**src/rtl/pipe_pkg.sv**
```systemverilog
// rtl/pipe_pkg.sv - shared state encoding and control-field layout for pipe_stage_buf
package pipe_pkg;

   // Occupancy of the two-entry stage: nothing, main only, main plus skid
   typedef enum logic [1:0] {
      EMPTY = 2'd0,
      ONE   = 2'd1,
      TWO   = 2'd2
   } state_e;

   // Bit positions inside the control field
   localparam int CTRL_MEMWRITE  = 0;
   localparam int CTRL_MEMREAD   = 1;
   localparam int CTRL_REGSRC_LO = 2;
   localparam int CTRL_REGSRC_HI = 3;

   localparam int CTRL_W_DEF = 4;
   typedef logic [CTRL_W_DEF-1:0] ctrl_t;

endpackage

```
**src/rtl/pipe_entry.sv**
```systemverilog
// rtl/pipe_entry.sv - one payload register with load enable, valid bit and sync clear
module pipe_entry
   import pipe_pkg::*;
#(
   parameter int W = 68
) (
   input  logic         clk,
   input  logic         rst,
   input  logic         clr,
   input  logic         load,
   input  logic         drop,
   input  logic [W-1:0] d,
   output logic [W-1:0] q,
   output logic         valid
);

   logic [W-1:0] data_q, data_d;
   logic         valid_q, valid_d;

   // Clear wins over load; the payload is kept on clear so a squashed head still shows its last value
   always_comb begin
      data_d  = data_q;
      valid_d = valid_q;
      if (clr) begin
         valid_d = 1'b0;
      end else if (load) begin
         data_d  = d;
         valid_d = 1'b1;
      end else if (drop) begin
         valid_d = 1'b0;
      end
   end

   // Reset zeroes both payload and valid
   always_ff @(posedge clk) begin
      if (!rst) begin
         data_q  <= '0;
         valid_q <= 1'b0;
      end else begin
         data_q  <= data_d;
         valid_q <= valid_d;
      end
   end

   assign q     = data_q;
   assign valid = valid_q;

endmodule

```
**src/rtl/pipe_stage_buf.sv**
```systemverilog
// rtl/pipe_stage_buf.sv - elastic pipeline register with 2-entry skid buffer; PIPE_STATS_EN adds stall/bubble counters
module pipe_stage_buf
   import pipe_pkg::*;
#(
   parameter int DATA_W = 64,
   parameter int CTRL_W = $bits(ctrl_t)
`ifdef PIPE_STATS_EN
   ,
   parameter int CNT_W  = 16
`endif
) (
   input  logic              clk,
   input  logic              rst,
   input  logic              flush,
   input  logic              in_valid,
   output logic              in_ready,
   input  logic [DATA_W-1:0] in_data,
   input  logic [CTRL_W-1:0] in_ctrl,
   output logic              out_valid,
   input  logic              out_ready,
   output logic [DATA_W-1:0] out_data,
`ifdef PIPE_STATS_EN
   output logic [CNT_W-1:0]  stall_cnt,
   output logic [CNT_W-1:0]  bubble_cnt,
`endif
   output logic [CTRL_W-1:0] out_ctrl
);

   localparam int PW = DATA_W + CTRL_W;

   state_e          state_q, state_d;
   logic [PW-1:0]   main_q, skid_q, main_in, beat_in;
   logic            main_valid, skid_valid;
   logic            main_load, main_drop, main_from_skid;
   logic            skid_load, skid_drop;
   logic            accept, emit;

   assign beat_in   = {in_ctrl, in_data};
   assign in_ready  = (state_q != TWO);
   assign out_valid = main_valid;
   assign accept    = in_valid & in_ready;
   assign emit      = out_valid & out_ready;
   assign main_in   = main_from_skid ? skid_q : beat_in;

   // Next occupancy and entry moves; flush overrides both accept and emit
   always_comb begin
      state_d        = state_q;
      main_load      = 1'b0;
      main_drop      = 1'b0;
      main_from_skid = 1'b0;
      skid_load      = 1'b0;
      skid_drop      = 1'b0;
      if (flush) begin
         state_d = EMPTY;
      end else begin
         case (state_q)
            EMPTY: begin
               if (accept) begin
                  main_load = 1'b1;
                  state_d   = ONE;
               end
            end
            ONE: begin
               if (accept && emit) begin
                  main_load = 1'b1;
               end else if (accept) begin
                  skid_load = 1'b1;
                  state_d   = TWO;
               end else if (emit) begin
                  main_drop = 1'b1;
                  state_d   = EMPTY;
               end
            end
            TWO: begin
               if (emit) begin
                  main_load      = 1'b1;
                  main_from_skid = 1'b1;
                  skid_drop      = 1'b1;
                  state_d        = ONE;
               end
            end
            default: state_d = EMPTY;
         endcase
      end
   end

   // Occupancy register
   always_ff @(posedge clk) begin
      if (!rst) begin
         state_q <= EMPTY;
      end else begin
         state_q <= state_d;
      end
   end

   pipe_entry #(.W(PW)) u_main (
      .clk   (clk),
      .rst   (rst),
      .clr   (flush),
      .load  (main_load),
      .drop  (main_drop),
      .d     (main_in),
      .q     (main_q),
      .valid (main_valid)
   );

   pipe_entry #(.W(PW)) u_skid (
      .clk   (clk),
      .rst   (rst),
      .clr   (flush),
      .load  (skid_load),
      .drop  (skid_drop),
      .d     (beat_in),
      .q     (skid_q),
      .valid (skid_valid)
   );

   // Bubbles carry all-zero control so they can never write memory or the register file
   assign out_data = main_q[DATA_W-1:0];
   assign out_ctrl = main_valid ? main_q[PW-1:DATA_W] : '0;

`ifdef PIPE_STATS_EN
   localparam logic [CNT_W-1:0] CNT_MAX = '1;

   logic [CNT_W-1:0] stall_cnt_q, stall_cnt_d;
   logic [CNT_W-1:0] bubble_cnt_q, bubble_cnt_d;

   // Saturating stall/bubble counts; flush does not clear them
   always_comb begin
      stall_cnt_d  = stall_cnt_q;
      bubble_cnt_d = bubble_cnt_q;
      if (out_valid && !out_ready && (stall_cnt_q != CNT_MAX)) begin
         stall_cnt_d = stall_cnt_q + CNT_W'(1);
      end
      if (!out_valid && (bubble_cnt_q != CNT_MAX)) begin
         bubble_cnt_d = bubble_cnt_q + CNT_W'(1);
      end
   end

   // Counter registers, cleared only by reset
   always_ff @(posedge clk) begin
      if (!rst) begin
         stall_cnt_q  <= '0;
         bubble_cnt_q <= '0;
      end else begin
         stall_cnt_q  <= stall_cnt_d;
         bubble_cnt_q <= bubble_cnt_d;
      end
   end

   assign stall_cnt  = stall_cnt_q;
   assign bubble_cnt = bubble_cnt_q;
`else
   logic unused_skid_valid;
   assign unused_skid_valid = skid_valid;
`endif

endmodule

```
**config.mk**
```make
export PLATFORM = sky130hd
export DESIGN_NAME = pipe_stage_buf
export DESIGN_NICKNAME = d
export VERILOG_FILES = /design/src/rtl/pipe_pkg.sv /design/src/rtl/pipe_entry.sv /design/src/rtl/pipe_stage_buf.sv
export SDC_FILE = /design/constraint.sdc
export NUM_CORES = 1
export LEC_CHECK = 0
export ABC_CLOCK_PERIOD_IN_PS = 1700
export CORE_MARGIN = 2
export CORE_UTILIZATION = 35
export DETAILED_ROUTE_END_ITERATION = 7
export PLACE_DENSITY_LB_ADDON = 0.12
export SYNTH_ARGS = -nofsm -noshare
export SYNTH_HDL_FRONTEND = slang
export SYNTH_SLANG_ARGS = --single-unit
```
**constraint.sdc**
```tcl
create_clock -name clk -period 1.7 [get_ports clk]
set_input_delay 0.34 -clock clk [delete_from_list [all_inputs] [get_ports clk]]
set_output_delay 0.34 -clock clk [all_outputs]
set_load 0.05 [all_outputs]
```
==> run metrics <==
max-slew violations=0; Hold Path Sink=u_main.q[51]$_SDFFE_PN0P_; worst hold start=rst; Post-DP Area=7290 um^2; Die X=136 um; final worst setup slack=13.6 ps; Ports=143; outcome=finished clean; PwrDens=1040 nW/um^2; clock share of power=43.1%; number of routed nets with antenna violations=0; TritonCTS clock tree=built; first-pass detailed-route iteration total=5; clk buf depth=2; R2R Path Start=state_q[0]$_SDFFE_PP0P_; CTS Sinks=139; Psw=2.15 mW; first-pass GRT wire length=22.9 mm; unrepaired setup endpoints after global routing=yes; vias in the first global route=4526; final period utilization=99.2%; port buffer count=142; FF-to-FF path depth=7; Nets=837; final setup violation count=0; Max-Cap Viols=0; drt initial violations=245; Setup Skew=6.49 ps; fmax=593 MHz; Cell Count, Final, Fillers Out=1002; worst vdd ir=641 uV; pre-CTS setup slack=-410 ps; Synth cell types=29; Comb power frac=14.9%; initial antenna violation count=0; Syn Nets=763; Reg-to-Reg End=u_main.q[1]$_SDFFE_PN0P_; CTS root buffer=clkbuf_16; n_diodes=0; WHS Path Cells=3; grt total ovfl=0; Initial Util=35.5%; Clock transition at path regs=60 ps; syn_area_per_cell=8.85 um^2; pin slew with the least headroom to its limit=356 ps; core footprint=17200 um^2; Net Sw Frac=26.0%; Core Rows=48; Mapped Cells=690; Die Area=18500 um^2; CTS Buf Count=17; Worst Path Max Fanout=27; Worst slew margin=75.9%; H-tree depth=4; Vias=4838; Vias/cell=4.83; Flop pwr share=42.0%; Worst EP arrival=1980 ps; Hold Crit Class=input pin to register; P&R area growth vs syn=30.9%; Setup crit end kind=register; most common cell after layout, fill and taps aside=dfxtp_1; largest net degree at the start of global routing=64; final core utilization=46.5%; WL/cell=15.2 um; leak pwr=3.50 nW; crit path kind=input pin to register; GRT Overall Usage=15.8%; Cell Int Power=6.12 mW; Die Y-Extent=136 um; register area share after synthesis=45.6%; share of layout cells above drive strength 1=17.8%; #FFs+latches synth=139; WL final=15.2 mm; post-DP HPWL=9.34 mm; CP Data Required Time=1990 ps; Design Area, Final=7990 um^2; global placement routability congestion=0.716; fin crit period=1690 ps; placed insts=963; startpoint types=input pin; DRC=0; reg2reg setup slack=80 ps; Synth Cell Area=6110 um^2; final hold violation count=0; most frequent cells in the layout=dfxtp_1 (138), nand2_1 (137), buf_4 (77), clkdlybuf4s50_1 (71), a21oi_1 (69); Syn. warnings=0; Worst-Skew Late Latency=410 ps
==> area by class of cell <==
cell class / instances / area, um^2
Inverter: 2 / 7.51
Fill cell: 1650 / 9190
Clock inverter: 7 / 90.1
Multi-Input combinational cell: 433 / 2590
Clock buffer: 25 / 475
Timing Repair Buffer: 171 / 1760
Tap cell: 225 / 282
Sequential cell: 139 / 2780
==> per-layer routing <==
layer / vias up / part of all wire [%] / GRT usage, %
met4: 0 / 1.1 / 5.56
met1: 2277 / 46 / 19.4
met5: - / 0 / 0
li1: 2428 / - / -
met3: 12 / 5.5 / 4.81
met2: 121 / 48 / 26.2
==> critical path: stages <==
cell             delay [ps]
clkdlybuf4s50_1         480
or3b_4                  400
o2bb2ai_4               260
buf_4                   200
clkbuf_16               210
a21oi_1                  90
==> cells in the mapped netlist, drive strengths merged <==
cell / n / share of area, %
nand2b: 2 / 0.20
o22a: 1 / 0.14
inv: 2 / 0.12
mux2i: 68 / 11
and4bb: 1 / 0.20
nand2: 138 / 8.5
a221oi: 1 / 0.14
nor2b: 1 / 0.10
a21boi: 69 / 8.5
o41ai: 1 / 0.14
or3b: 1 / 0.14
o2bb2ai: 1 / 0.45
nand3: 1 / 0.082
and2: 4 / 0.41
a211oi: 1 / 0.12
a21oi: 69 / 5.7
buf: 95 / 11
and3: 2 / 0.20
dfxtp: 139 / 46
clkbuf: 21 / 1.3
o21ai: 68 / 5.6
a31oi: 1 / 0.10
nor2: 3 / 0.18
==> how the worst max path moves through the flow <==
stage	from	end	slack [ps]	depth (start not counted)
4_1_cts	in_valid	u_main.q[50]$_SDFFE_PN0P_	3	6
2_1_floorplan	u_main.valid$_SDFFE_PP0P_	u_skid.q[15]$_SDFFE_PN0P_	150	6
6_report	in_valid	u_main.q[21]$_SDFFE_PN0P_	10	6
3_3_place_gp	in_valid	u_main.q[63]$_SDFFE_PN0P_	-370	6
5_1_grt	in_valid	u_main.q[21]$_SDFFE_PN0P_	-30	6
3_5_place_dp	in_valid	u_main.q[59]$_SDFFE_PN0P_	-410	6
==> power groups by stage <==
| stage | Sequential, mW | Clock, mW | Combinational (mW) |
|---|---|---|---|
| after floorplan | 3.52 | 0 | 0.851 |
| after global placement | 3.54 | 0 | 1.17 |
| after detailed placement | 3.54 | 0 | 1.18 |
| after CTS | 3.47 | 3.66 | 1.18 |
| after global routing | 3.49 | 3.80 | 1.31 |
| final | 3.47 | 3.57 | 1.23 |
==> repair_timing <==
action,CTS,global route
setup endpoints to repair,0,67
resized for setup,0,4
hold buffers,0,0
buffers inserted,0,4
==> stage by stage <==
| step | TNS, ps | hold slack [ps] | total power [mW] |
|---|---|---|---|
| 2_1_floorplan | 0 | 434 | 4.37 |
| 3_3_place_gp | -35020 | 440 | 4.71 |
| 3_5_place_dp | -37410 | 448 | 4.72 |
| 4_1_cts | 0 | 283 | 8.31 |
| 5_1_grt | -332 | 303 | 8.60 |
| 6_report | 0 | 304 | 8.27 |
==> flip-flops by register name, summed over array words and instances, names as in the netlist <==
register	count
u_main.q	68
u_skid.q	68
state_q	2
u_main.valid	1
==> cells by family after synthesis <==
group / synth area share [%]
AO/OA/AOI/OAI: 20.9
buffers and inverters: 12.3
flip-flops: 45.6
multiplexers: 11.1
AND/OR/NAND/NOR: 10.1
Note: power is estimated with default switching activity, not from simulation.
